--- src/rtl/cc_mcu_bus_if_pkg.sv ---
// Shared definitions for the multiplexed MCU bus interface.
// Latency: n/a (types and constants only).
// Backpressure: n/a.
package cc_mcu_bus_if_pkg;

    localparam int DEF_ADDR_WIDTH  = 16;
    localparam int DEF_DATA_WIDTH  = 8;
    localparam int DEF_SYNC_STAGES = 2;

    typedef enum logic [1:0] {
        ST_IDLE      = 2'd0,
        ST_WRITE     = 2'd1,
        ST_READ_WAIT = 2'd2,
        ST_READ_HOLD = 2'd3
    } bus_state_t;

endpackage

--- src/rtl/cc_input_sync.sv ---
// Multi-flop synchroniser for asynchronous inputs.
// Latency: STAGES clk cycles from pin to q.
// Backpressure: none; samples every cycle.
//
// Ports: clk, reset (async, active high), d (raw async input), q (synchronised).
// STAGES must be at least 2. Reset loads RESET_VALUE into every stage so the
// chain starts at the inactive level of the signal it carries.
module cc_input_sync #(
    parameter int               WIDTH       = 1,
    parameter int               STAGES      = 2,
    parameter logic [WIDTH-1:0] RESET_VALUE = '0
) (
    input  logic             clk,
    input  logic             reset,
    input  logic [WIDTH-1:0] d,
    output logic [WIDTH-1:0] q
);

    logic [WIDTH-1:0] chain [STAGES];

    always_ff @(posedge clk or posedge reset) begin
        if (reset) begin
            for (int i = 0; i < STAGES; i++) begin
                chain[i] <= RESET_VALUE;
            end
        end else begin
            chain[0] <= d;
            for (int i = 1; i < STAGES; i++) begin
                chain[i] <= chain[i-1];
            end
        end
    end

    assign q = chain[STAGES-1];

endmodule

--- src/rtl/cc_mcu_bus_if.sv ---
// Multiplexed-address/data MCU bus slave: turns async ALE/nRD/nWR into
// one-cycle register-file requests. Latency: request SYNC_STAGES+1 edges after
// the strobe falls. Backpressure: reads wait in READ_WAIT for rd_valid.
//
// Ports:
//   clk, reset            - system clock, async active-high reset
//   mcu_ale/nrd/nwr       - raw async MCU strobes (nrd/nwr active low)
//   mcu_ad_in/addr_hi     - multiplexed low byte and upper address from pins
//   mcu_ad_out/bus_sel_in - read data to pins and pin direction (1 = input)
//   addr, wr_data         - latched address and captured write data
//   wr_strobe, rd_strobe  - one-cycle requests to the register file
//   rd_data, rd_valid     - read response from the register file
module cc_mcu_bus_if
    import cc_mcu_bus_if_pkg::*;
#(
    parameter int ADDR_WIDTH  = DEF_ADDR_WIDTH,
    parameter int DATA_WIDTH  = DEF_DATA_WIDTH,
    parameter int SYNC_STAGES = DEF_SYNC_STAGES
) (
    input  logic                         clk,
    input  logic                         reset,
    input  logic                         mcu_ale,
    input  logic                         mcu_nrd,
    input  logic                         mcu_nwr,
    input  logic [DATA_WIDTH-1:0]        mcu_ad_in,
    input  logic [ADDR_WIDTH-DATA_WIDTH-1:0] mcu_addr_hi,
    output logic [DATA_WIDTH-1:0]        mcu_ad_out,
    output logic                         bus_sel_in,
    output logic [ADDR_WIDTH-1:0]        addr,
    output logic [DATA_WIDTH-1:0]        wr_data,
    output logic                         wr_strobe,
    output logic                         rd_strobe,
    input  logic [DATA_WIDTH-1:0]        rd_data,
    input  logic                         rd_valid
);

    // Cycles after reset release until the edge-detect registers hold real
    // pin history rather than reset values.
    localparam int FLUSH_CYCLES = SYNC_STAGES + 1;
    localparam int FLUSH_W      = $clog2(FLUSH_CYCLES + 1);

    logic ale_s, nrd_s, nwr_s;
    logic nrd_q, nwr_q;
    logic nrd_fall, nwr_fall;
    logic [FLUSH_W-1:0] flush_cnt;
    logic flush_done;
    bus_state_t state;

    cc_input_sync #(.WIDTH(1), .STAGES(SYNC_STAGES), .RESET_VALUE(1'b0)) u_sync_ale (
        .clk(clk), .reset(reset), .d(mcu_ale), .q(ale_s)
    );
    cc_input_sync #(.WIDTH(1), .STAGES(SYNC_STAGES), .RESET_VALUE(1'b1)) u_sync_nrd (
        .clk(clk), .reset(reset), .d(mcu_nrd), .q(nrd_s)
    );
    cc_input_sync #(.WIDTH(1), .STAGES(SYNC_STAGES), .RESET_VALUE(1'b1)) u_sync_nwr (
        .clk(clk), .reset(reset), .d(mcu_nwr), .q(nwr_s)
    );

    // Edge-detect registers plus the post-reset flush counter. A strobe held
    // low through reset release would otherwise look like a fresh falling
    // edge once the inactive reset level drains out of the chain; edges are
    // only trusted once both the chain and the edge register carry samples
    // taken after release.
    always_ff @(posedge clk or posedge reset) begin
        if (reset) begin
            nrd_q     <= 1'b1;
            nwr_q     <= 1'b1;
            flush_cnt <= '0;
        end else begin
            nrd_q <= nrd_s;
            nwr_q <= nwr_s;
            if (!flush_done) begin
                flush_cnt <= flush_cnt + FLUSH_W'(1);
            end
        end
    end

    assign flush_done = (flush_cnt == FLUSH_W'(FLUSH_CYCLES));
    assign nrd_fall   = flush_done & nrd_q & ~nrd_s;
    assign nwr_fall   = flush_done & nwr_q & ~nwr_s;

    // Transaction FSM; all outputs are registered here. Edges seen outside
    // IDLE are single-cycle pulses, so they vanish rather than queue up.
    always_ff @(posedge clk or posedge reset) begin
        if (reset) begin
            state      <= ST_IDLE;
            addr       <= '0;
            wr_data    <= '0;
            mcu_ad_out <= '0;
            wr_strobe  <= 1'b0;
            rd_strobe  <= 1'b0;
            bus_sel_in <= 1'b1;
        end else begin
            wr_strobe <= 1'b0;
            rd_strobe <= 1'b0;
            case (state)
                ST_IDLE: begin
                    if (ale_s) begin
                        addr <= {mcu_addr_hi, mcu_ad_in};
                    end
                    // Write has priority: a simultaneous read is dropped.
                    if (nwr_fall) begin
                        wr_data   <= mcu_ad_in;
                        wr_strobe <= 1'b1;
                        state     <= ST_WRITE;
                    end else if (nrd_fall) begin
                        rd_strobe  <= 1'b1;
                        bus_sel_in <= 1'b0;
                        state      <= ST_READ_WAIT;
                    end
                end
                ST_WRITE: begin
                    if (nwr_s) begin
                        state <= ST_IDLE;
                    end
                end
                ST_READ_WAIT: begin
                    // MCU gave up before data arrived: release the pins and
                    // let any late rd_valid fall on the floor in IDLE.
                    if (nrd_s) begin
                        bus_sel_in <= 1'b1;
                        state      <= ST_IDLE;
                    end else if (rd_valid) begin
                        mcu_ad_out <= rd_data;
                        state      <= ST_READ_HOLD;
                    end
                end
                ST_READ_HOLD: begin
                    if (nrd_s) begin
                        bus_sel_in <= 1'b1;
                        state      <= ST_IDLE;
                    end
                end
                default: begin
                    bus_sel_in <= 1'b1;
                    state      <= ST_IDLE;
                end
            endcase
        end
    end

endmodule

--- config.mk ---
export PLATFORM = sky130hd
export DESIGN_NAME = cc_mcu_bus_if
export DESIGN_NICKNAME = d
export VERILOG_FILES = /design/src/rtl/cc_mcu_bus_if_pkg.sv /design/src/rtl/cc_input_sync.sv /design/src/rtl/cc_mcu_bus_if.sv
export SDC_FILE = /design/constraint.sdc
export NUM_CORES = 1
export LEC_CHECK = 0
export ABC_AREA = 1
export BUFFER_PORTS_ARGS = -buffer_cell sky130_fd_sc_hd__buf_4
export CAP_MARGIN = 40
export CELL_PAD_IN_SITES_DETAIL_PLACEMENT = 0
export CELL_PAD_IN_SITES_GLOBAL_PLACEMENT = 1
export CORE_MARGIN = 3
export CORE_UTILIZATION = 37
export CTS_BUF_LIST = sky130_fd_sc_hd__clkbuf_4 sky130_fd_sc_hd__clkbuf_8 sky130_fd_sc_hd__clkbuf_16
export DETAILED_ROUTE_END_ITERATION = 12
export GPL_ROUTABILITY_DRIVEN = 0
export HOLD_SLACK_MARGIN = 0.03
export PLACE_DENSITY = 0.88
export SYNTH_ARGS = -nofsm -noshare
export SYNTH_HDL_FRONTEND = slang
export SYNTH_SLANG_ARGS = --single-unit
export TNS_END_PERCENT = 5
--- constraint.sdc ---
create_clock -name clk -period 2.15 [get_ports clk]
set_input_delay 0.645 -clock clk [delete_from_list [all_inputs] [get_ports clk]]
set_output_delay 0.645 -clock clk [all_outputs]
set_load 0.005 [all_outputs]
==> results of run 1 <==
-- per-stage QoR --
stage	utilization (%)	setup slack, ns	instance area, um^2
2_1_floorplan	-	0.400	1930
3_3_place_gp	50.3	0.798	2450
3_5_place_dp	50.3	0.777	2450
4_1_cts	52.1	0.540	2540
5_1_grt	52.1	0.516	2540
6_report	52.1	0.546	2540
-- worst paths after layout --
check | end | slack (ns)
max | bus_sel_in | 0.55
min | wr_strobe | 0.34
max reg2reg | addr[5] | 0.76
min reg2reg | u_sync_nwr.q | 0.36
max in group asynchronous | nrd_q | 1.20
min in group clk | u_sync_nwr.q | 0.36
-- cell families after synthesis --
family                   count (synthesis)
AND/OR/NAND/NOR                         74
flip-flops                              47
buffers and inverters                   30
AO/OA/AOI/OAI                           27
XOR/XNOR                                 1
multiplexers                             1
adder cells (fa/ha/maj)                  1
-- sequential cells by signal (all words and copies together), names as in the netlist, 2 cells and up --
register,count
addr,16
flush_cnt,2
mcu_ad_out,8
state,2
wr_data,8
-- per-layer routing --
metal | vias up | GRT usage (%) | part of all wire (%)
met5 | - | 0 | 0
met4 | 0 | 6.82 | 1.9
met3 | 6 | 2.52 | 3.9
met2 | 31 | 21.1 | 51
met1 | 628 | 16.8 | 44
li1 | 697 | - | -
-- Yosys cell counts --
| cell type | count |
|---|---|
| ha_1 | 1 |
| mux2_2 | 1 |
| o21ai_1 | 4 |
| buf_6 | 3 |
| o21ai_2 | 21 |
| nor2_4 | 2 |
| xnor2_1 | 1 |
| nand2_4 | 3 |
| nor2_1 | 5 |
| nand2_1 | 46 |
| nand3_4 | 1 |
| o21ai_0 | 2 |
| dfrtp_1 | 40 |
| dfstp_2 | 7 |
| nand2_2 | 2 |
| nor2_2 | 1 |
| inv_2 | 1 |
| nand3_1 | 14 |
| inv_1 | 23 |
| buf_4 | 2 |
| buf_2 | 1 |
-- report_power, final --
group | switching [uW] | internal, uW | total [uW] | leakage, uW
combinational | 563 | 639 | 1200 | 0.000735
clock | 282 | 254 | 536 | 0.0000491
sequential | 212 | 1220 | 1430 | 0.000561
-- final cells by class --
type	instances	area, um^2
fill	468	2340
sequential	47	1180
multi-input combinational	104	601
timing repair buffer	66	495
inverter	24	90.1
clock buffer	7	83.8
tap	67	83.8
clock inverter	1	5.00
==> summary.txt, run 1 <==
Status
  – Run status: complete, no violations

Critical path
  – FF-to-FF Start: state[0]
  – CP Cell Sequence: buf_4
  – Reg2reg path depth: 4
  – Crit start category: flop
  – Top cell family by delay on the critical path: flip-flops
  – Critical path buffer and inverter count: 1
  – Critical path's slowest cell: dfstp_2
  – Critical path class: flop to output pin
  – Worst endpoint required time: 1.50 ns
  – CP Capture Type: output pin
  – Crit Path Max Fanout: 2
  – CP peak stage delay: 0.55 ns
  – Worst path depth: 1
  – Critical Path AT: 0.96 ns
  – Worst setup startpoint: bus_sel_in

Synthesis
  – Post-Synth Adder-Cell Area: 0.649%
  – XOR/XNOR Fraction of Synth Area: 0.454%
  – Synth unique cells: 21
  – Seq/Total Area, Yosys: 61.4%
  – Post-Syn Instances: 181
  – Area leader, netlist: dfrtp_1
  – Mapped Nets: 212
  – Share of the synthesized area in the top cell type: 51.9%
  – Synth area leaders: dfrtp_1, dfstp_2, o21ai_2
  – Synthesized area: 0.00193 mm^2
  – Mux contribution to synthesized area: 0.584%
  – Syn. warnings: 0
  – Post-Synth Simple-Gate Area: 18.4%
  – Compound-cell area share of the yosys netlist: 11.1%
  – Seq cells post-synth: 47
  – Largest family of logic cells by synthesized area: simple AND/OR/NAND/NOR gates
  – Mean post-synth cell area: 10.7 um^2

Floorplanning
  – Starting Density: 39.5%
  – Area of the die: 0.00612 mm^2
  – Die height: 78.2 um
  – Cell Rows: 25
  – Width of the die: 78.2 um
  – Top Ports: 65
  – Core ar.: 0.00488 mm^2

Global routing
  – Total global routing track utilization: 13.1%
  – Initial antenna violation count: 0
  – Vias in the first global route: 1,333
  – Gr ovfl total: 0
  – Largest net degree at the start of global routing: 25
  – First-pass GRT wire length: 6.31 mm

Detailed routing
  – Total number of vias: 1,362
  – Routed len/inst: 11.7 um
  – Initial DRT Pass Iterations: 4
  – Routed WL: 3.69 mm
  – Vias per inst: 4.31
  – ANT nets after route: 0
  – DRC viols: 0
  – Count of routing violations after the opening detailed-route iteration: 83

Power
  – Pwr dens: 1250 mW/mm^2
  – Leakage: 0.00135 uW
  – IR drop worst, VDD: 0.544 mV
  – Total chip power: 3170 uW

Clock network
  – CTS Sinks: 47
  – Post-CTS setup buffers: 0
  – Clock tree buffer depth: 2
  – Clock Pin Slew Worst Setup and Hold Paths: 0.09 ns
  – Cts hold-fix bufs: 0
  – Clk Latency, worst-skew pair: 0.30 ns
  – Root buffer cell: clkbuf_8
  – Num CTS Buffers: 5
  – TritonCTS clock tree: built
  – CTS resizes: 0
  – CTS H-tree depth: 2

Timing
  – Worst Tran Pin Value: 0.413 ns
  – Final Hold Viols: 0
  – RSZ-0062 raised after global routing: false
  – Final Max Slew Viols: 0
  – Period minus WS final: 1.60 ns
  – Final Cycle Share: 74.6%
  – TNS Setup: 0 ns
  – Max Clock Freq: 623 MHz
  – Relative slew slack: 72.4%
  – Final setup vio count: 0
  – Setup skew after layout: 0.00874 ns
  – Hold WS: 0.341 ns

Placed design
  – HPWL Detailed: 2.78 mm
  – Placed cells: 308
  – Port buffer count: 64

Layout
  – Share of cells above drive strength 1: 45.8%
  – Leading cell type in the layout, fill and taps excluded: buf_4
  – Layout area overhead: 31.8%
  – Nets: 279
  – N_diodes: 0
  – Final std cells w/o fill: 316
  – Most frequent cells in the layout: buf_4, nand2_1, dfrtp_1, inv_1, o21ai_2

Flow run
  – Total of max-cap violations: 0

Hold path
  – Hold crit path type: primary input to async pin
No activity file was read; power rests on OpenSTA's default activity.
==> inputs of run 2 (changes only) <==
Clock period 2.15 ns to 1.5 ns, I/O delays scaled along.
==> run 2 against run 1 <==
  * Global-route usage is 0.38 points higher
  * Clock power increased by 110%
  * First-iteration DRC count down 45%
  * Final cell count unchanged
  * Via count is 1.5% higher
  * Register-to-register slack got worse by 0.58 ns
  * Wire length grew 3.0%
==> summary.txt, run 2 (synthesis results as in run 1) <==
Clock network
  – Num CTS Buffers: 5 (unchanged)
  – Post-CTS setup buffers: 0 (unchanged)
  – CTS resizes: 0 (unchanged)
  – CTS H-tree depth: 2 (unchanged)
  – Clock Pin Slew Worst Setup and Hold Paths: 0.09 ns (about the same)
  – CTS Sinks: 47 (unchanged)
  – Clk Latency, worst-skew pair: 0.30 ns (about the same)
  – Clock tree buffer depth: 2 (unchanged)
  – Cts hold-fix bufs: 0 (unchanged)
  – Root buffer cell: clkbuf_8 (unchanged)
  – TritonCTS clock tree: built (unchanged)

Layout
  – Leading cell type in the layout, fill and taps excluded: buf_4 (unchanged)
  – Most frequent cells in the layout: buf_4, nand2_1, dfrtp_1, inv_1, o21ai_2 (unchanged)
  – Register area: 0.00118 mm^2 (unchanged)
  – Nets: 279 (unchanged)
  – Biggest regs: addr: 16 flops, mcu_ad_out: 8 flops, wr_data: 8 flops (unchanged)
  – Area of the multi-input gates: 601 um^2 (unchanged)
  – Max reg flops: 16 (unchanged)
  – Top reg by flops: addr (unchanged)
  – Fillers: 473 (was 468)
  – Share of cells above drive strength 1: 45.8% (unchanged)
  – Layout area overhead: 35.1% (was 31.8%)
  – N_diodes: 0 (unchanged)

Critical path
  – FF-to-FF Start: flush_cnt[0] (was state[0])
  – Critical path's slowest cell: dfstp_2 (unchanged)
  – Worst endpoint required time: 1.05 ns (was 1.50 ns)
  – Crit Path Max Fanout: 2 (unchanged)
  – R2R setup slack: 0.18 ns (was 0.76 ns)
  – CP Capture Type: output pin (unchanged)
  – Reg2reg path depth: 7 (was 4)
  – Worst path depth: 1 (unchanged)
  – Crit start category: flop (unchanged)
  – Top cell family by delay on the critical path: flip-flops (unchanged)
  – R2r endpoint: state[0] (was addr[5])
  – Critical Path AT: 0.94 ns (was 0.96 ns)
  – Critical path class: flop to output pin (unchanged)
  – Critical path buffer and inverter count: 1 (unchanged)
  – CP Cell Sequence: buf_4 (unchanged)
  – CP peak stage delay: 0.54 ns (was 0.55 ns)

Timing
  – Max Clock Freq: 718 MHz
  – Worst Tran Pin Value: 0.355 ns (was 0.413 ns)
  – Period minus WS final: 1.39 ns
  – Final setup margin: 0.108 ns (was 0.546 ns)
  – Final Hold Viols: 0 (unchanged)
  – TNS Setup: 0 ns (unchanged)
  – Final Cycle Share: 92.8%
  – Final Max Slew Viols: 0 (unchanged)
  – Final setup vio count: 0 (unchanged)
  – RSZ-0062 raised after global routing: false (unchanged)
  – Setup skew after layout: 0.00958 ns (was 0.00874 ns)
  – Relative slew slack: 76.4% (was 72.4%)

Floorplanning
  – Area of the die: 0.00612 mm^2 (unchanged)
  – Cell Rows: 25 (unchanged)
  – Die height: 78.2 um (unchanged)
  – Starting Density: 39.5% (unchanged)
  – Top Ports: 65 (unchanged)
  – Core ar.: 0.00488 mm^2 (unchanged)
  – Width of the die: 78.2 um (unchanged)

Global routing
  – First-pass GRT wire length: 6.45 mm (was 6.31 mm)
  – Total global routing track utilization: 13.5% (was 13.1%)
  – Gr ovfl total: 0 (unchanged)
  – Largest net degree at the start of global routing: 36 (was 25)
  – Initial antenna violation count: 0 (unchanged)
  – Vias in the first global route: 1,427 (was 1,333)

Detailed routing
  – Initial DRT Pass Iterations: 4 (unchanged)
  – Count of routing violations after the opening detailed-route iteration: 46 (was 83)
  – DRC viols: 0 (unchanged)
  – ANT nets after route: 0 (unchanged)
  – Vias per inst: 4.37 (was 4.31)
  – Routed len/inst: 12.0 um (was 11.7 um)
  – Total number of vias: 1,382 (was 1,362)
  – Routed WL: 3.81 mm (was 3.69 mm)

Power
  – Total chip power: 4940 uW (was 3170 uW)
  – Pwr dens: 1890 mW/mm^2 (was 1250 mW/mm^2)
  – Leakage: 0.00137 uW (was 0.00135 uW)
  – IR drop worst, VDD: 0.951 mV (was 0.544 mV)

Flow run
  – Total of max-cap violations: 0 (unchanged)

Hold path
  – Hold crit path type: primary input to async pin (unchanged)

Placed design
  – HPWL Detailed: 2.80 mm (was 2.78 mm)
  – Pre-CTS setup slack: 0.180 ns (was 0.777 ns)
  – Port buffer count: 64 (unchanged)

Status
  – Run status: complete, no violations (unchanged)
run 2: cell count changes in the layout (fill, tap and decap cells not counted):
| cell | delta |
|---|---|
| bufinv_16 | +2 |
| clkinv_2 | -1 |
| inv_2 | -1 |
| clkbuf_4 | -1 |
| buf_4 | -1 |
| clkinvlp_4 | +1 |
| buf_12 | +1 |
run 2: how the worst max path moves through the flow:
stage / to / from / slack [ns]
after floorplan: wr_data[0] / flush_cnt[0] / 0.27
after global placement: state[0] / flush_cnt[0] / 0.22
after detailed placement: state[0] / flush_cnt[0] / 0.18
after CTS: bus_sel_in / bus_sel_in / 0.09
after global routing: state[0] / flush_cnt[0] / 0.06
final: bus_sel_in / bus_sel_in / 0.11
run 2: stage by stage:
stage / area, um^2 / hold WS (ns) / cells / util [%]
final: 2610 / 0.0945 / 316 / 53.4
after CTS: 2610 / 0.0930 / 316 / 53.4
after global placement: 2470 / 0.333 / 308 / 50.6
after global routing: 2610 / 0.107 / 316 / 53.4
after detailed placement: 2470 / 0.340 / 308 / 50.6
after floorplan: 1930 / 0.331 / 181 / -
run 2: worst register-to-register path, cell delays in order (launching register included):
cell	delay, ns
dfrtp_1	0.40
ha_1	0.27
nand2_1	0.10
nor2_2	0.05
nand2_4	0.19
nand2_1	0.08
nand3_1	0.09
nand2_1	0.05
run 2: area by class of cell:
cell class,instances,share of cell area (%)
sequential,47,45.4
multi-input combinational,104,23.0
timing repair buffer,66,19.5
inverter,24,3.60
tap,67,3.21
clock buffer,6,2.93
clock inverter,2,2.30
run 2: power breakdown:
| group | switching [uW] | leakage, uW | internal (uW) |
|---|---|---|---|
| registers | 312 | 0.000561 | 1750 |
| logic | 823 | 0.000735 | 938 |
| clock network | 427 | 0.0000688 | 684 |
| total | 1560 | 0.00137 | 3370 |
run 2: layer usage:
| layer | wire length [um] | vias up | track usage [%] |
|---|---|---|---|
| li1 | - | 697 | - |
| met1 | 1510 | 650 | 14.4 |
| met2 | 2030 | 30 | 24.4 |
| met3 | 227 | 5 | 4.59 |
| met4 | 42 | 0 | 5.24 |
| met5 | 0 | - | 0 |
==> inputs of run 3 (changes only) <==
Settings changed: CORE_UTILIZATION 37 to 40, PLACE_DENSITY 0.88 to 0.93.
Clock period 1.5 ns to 1.7 ns, I/O delays scaled along.
==> run 3 against run 2 <==
  * First-iteration DRC count is 13% higher
  * Total power is 18% lower
  * Sequential cell count stayed put
  * Critical path depth stayed put
  * Die area is 6.9% lower
  * Final cell count is 4.7% lower
  * Combinational power is 13% lower
  * Clock-buffer cell count is 2 higher
  * Final area is 2.6% lower
  * Clock power is 39% lower
  * Via count is 0.65% lower
  * Setup slack better by 0.14 ns
  * Critical endpoint unchanged
==> summary.txt, run 3 (synthesis results as in run 1) <==
Global routing
  – Total global routing track utilization: 14.4% (was 13.5%)
  – Initial antenna violation count: 0 (unchanged)
  – Gr ovfl total: 0 (unchanged)
  – First-pass GRT wire length: 6.10 mm (was 6.45 mm)
  – Largest net degree at the start of global routing: 25 (was 36)
  – Vias in the first global route: 1,329 (was 1,427)

Status
  – Run status: complete, no violations (unchanged)

Timing
  – Final Cycle Share: 85.2%
  – Period minus WS final: 1.45 ns
  – Max Clock Freq: 690 MHz
  – TNS Setup: 0 ns (unchanged)
  – Final setup margin: 0.251 ns (was 0.108 ns)
  – Setup skew after layout: 0.00788 ns (was 0.00958 ns)
  – Final setup vio count: 0 (unchanged)
  – Final Hold Viols: 0 (unchanged)
  – Relative slew slack: 74.4% (was 76.4%)
  – RSZ-0062 raised after global routing: false (unchanged)
  – Final Max Slew Viols: 0 (unchanged)
  – Worst Tran Pin Value: 0.384 ns (was 0.355 ns)

Clock network
  – CTS Sinks: 47 (unchanged)
  – Clock tree buffer depth: 2 (unchanged)
  – Clk Latency, worst-skew pair: 0.29 ns (was 0.30 ns)
  – Post-CTS setup buffers: 0 (unchanged)
  – CTS resizes: 0 (unchanged)
  – CTS H-tree depth: 2 (unchanged)
  – Cts hold-fix bufs: 0 (unchanged)
  – Root buffer cell: clkbuf_8 (unchanged)
  – TritonCTS clock tree: built (unchanged)
  – Num CTS Buffers: 5 (unchanged)
  – Clock Pin Slew Worst Setup and Hold Paths: 0.08 ns (was 0.09 ns)

Floorplanning
  – Die height: 75.5 um (was 78.2 um)
  – Width of the die: 75.5 um (was 78.2 um)
  – Top Ports: 65 (unchanged)
  – Starting Density: 42.8% (was 39.5%)
  – Area of the die: 0.00569 mm^2 (was 0.00612 mm^2)
  – Core ar.: 0.00450 mm^2 (was 0.00488 mm^2)
  – Cell Rows: 24 (was 25)

Placed design
  – Placed cells: 293 (was 308)
  – Pre-CTS setup slack: 0.319 ns (was 0.180 ns)
  – HPWL Detailed: 2.87 mm (was 2.80 mm)
  – Port buffer count: 64 (unchanged)

Critical path
  – Critical Path AT: 0.94 ns (about the same)
  – Critical path class: flop to output pin (unchanged)
  – CP Cell Sequence: buf_4 (unchanged)
  – Top cell family by delay on the critical path: flip-flops (unchanged)
  – Crit Path Max Fanout: 2 (unchanged)
  – Critical path's slowest cell: dfstp_2 (unchanged)
  – Crit start category: flop (unchanged)
  – Critical path buffer and inverter count: 1 (unchanged)
  – Worst endpoint required time: 1.19 ns (was 1.05 ns)
  – CP peak stage delay: 0.55 ns (was 0.54 ns)
  – R2R setup slack: 0.32 ns (was 0.18 ns)
  – CP Capture Type: output pin (unchanged)

Layout
  – Biggest regs: addr: 16 flops, mcu_ad_out: 8 flops, wr_data: 8 flops (unchanged)
  – Final core occ: 56.4% (was 53.4%)
  – Most frequent cells in the layout: buf_4, nand2_1, dfrtp_1, inv_1, o21ai_2 (unchanged)
  – Area of the multi-input gates: 601 um^2 (unchanged)
  – Layout area overhead: 31.6% (was 35.1%)
  – Nets: 279 (unchanged)
  – Fillers: 408 (was 473)
  – Leading cell type in the layout, fill and taps excluded: buf_4 (unchanged)
  – Max reg flops: 16 (unchanged)
  – Top reg by flops: addr (unchanged)
  – N_diodes: 0 (unchanged)
  – Register area: 0.00118 mm^2 (unchanged)
  – Share of cells above drive strength 1: 45.8% (unchanged)
  – Final std cells w/o fill: 301 (was 316)

Detailed routing
  – Routed WL: 3.73 mm (was 3.81 mm)
  – DRC viols: 0 (unchanged)
  – Routed len/inst: 12.4 um (was 12.0 um)
  – Total number of vias: 1,373 (was 1,382)
  – Initial DRT Pass Iterations: 4 (unchanged)
  – ANT nets after route: 0 (unchanged)
  – Count of routing violations after the opening detailed-route iteration: 52 (was 46)
  – Vias per inst: 4.56 (was 4.37)

Power
  – Total chip power: 4020 uW (was 4940 uW)
  – IR drop worst, VDD: 0.847 mV (was 0.951 mV)
  – Pwr dens: 1580 mW/mm^2 (was 1890 mW/mm^2)
  – Leakage: 0.00135 uW (was 0.00137 uW)

Hold path
  – Hold crit path type: primary input to async pin (unchanged)

Flow run
  – Total of max-cap violations: 0 (unchanged)
[run 3: power breakdown]
group	internal, uW	switching [uW]	total [uW]
Clock	340	341	681
Sequential	1550	268	1810
Combinational	812	717	1530
[run 3: path summary, 6_finish.rpt]
path                                           from                   to  cells past startpoint
min in group clk                            mcu_ale  u_sync_ale.chain[1]                      1
worst max register to register             state[0]              addr[6]                      4
max in group asynchronous                     reset                nwr_q                      3
worst min-delay path                          reset             addr[11]                      2
worst min register to register  u_sync_ale.chain[1]         u_sync_ale.q                      0
worst max-delay path                     bus_sel_in           bus_sel_in                      1
[run 3: metrics by stage]
stage | hold slack [ns] | cell area [um^2]
after CTS | 0.199 | 2540
after global placement | 0.332 | 2450
final | 0.193 | 2540
after detailed placement | 0.337 | 2450
after floorplan | 0.331 | 1930
after global routing | 0.208 | 2540
[run 3: layer usage]
metal / wire [um] / vias up / part of all wire [%] / GRT usage, %
li1: - / 701 / - / -
met1: 1530 / 633 / 41 / 17.8
met2: 1950 / 35 / 52 / 23.2
met3: 179 / 4 / 4.8 / 3.96
met4: 74 / 0 / 2.0 / 6.99
met5: 0 / - / 0 / 0
[run 3: final cells by class]
cell class / instances / area share, %
Clock buffer: 8 / 3.60
Inverter: 24 / 3.55
Multi-Input combinational cell: 104 / 23.6
Sequential cell: 47 / 46.7
Tap cell: 52 / 2.56
Timing Repair Buffer: 66 / 20.0
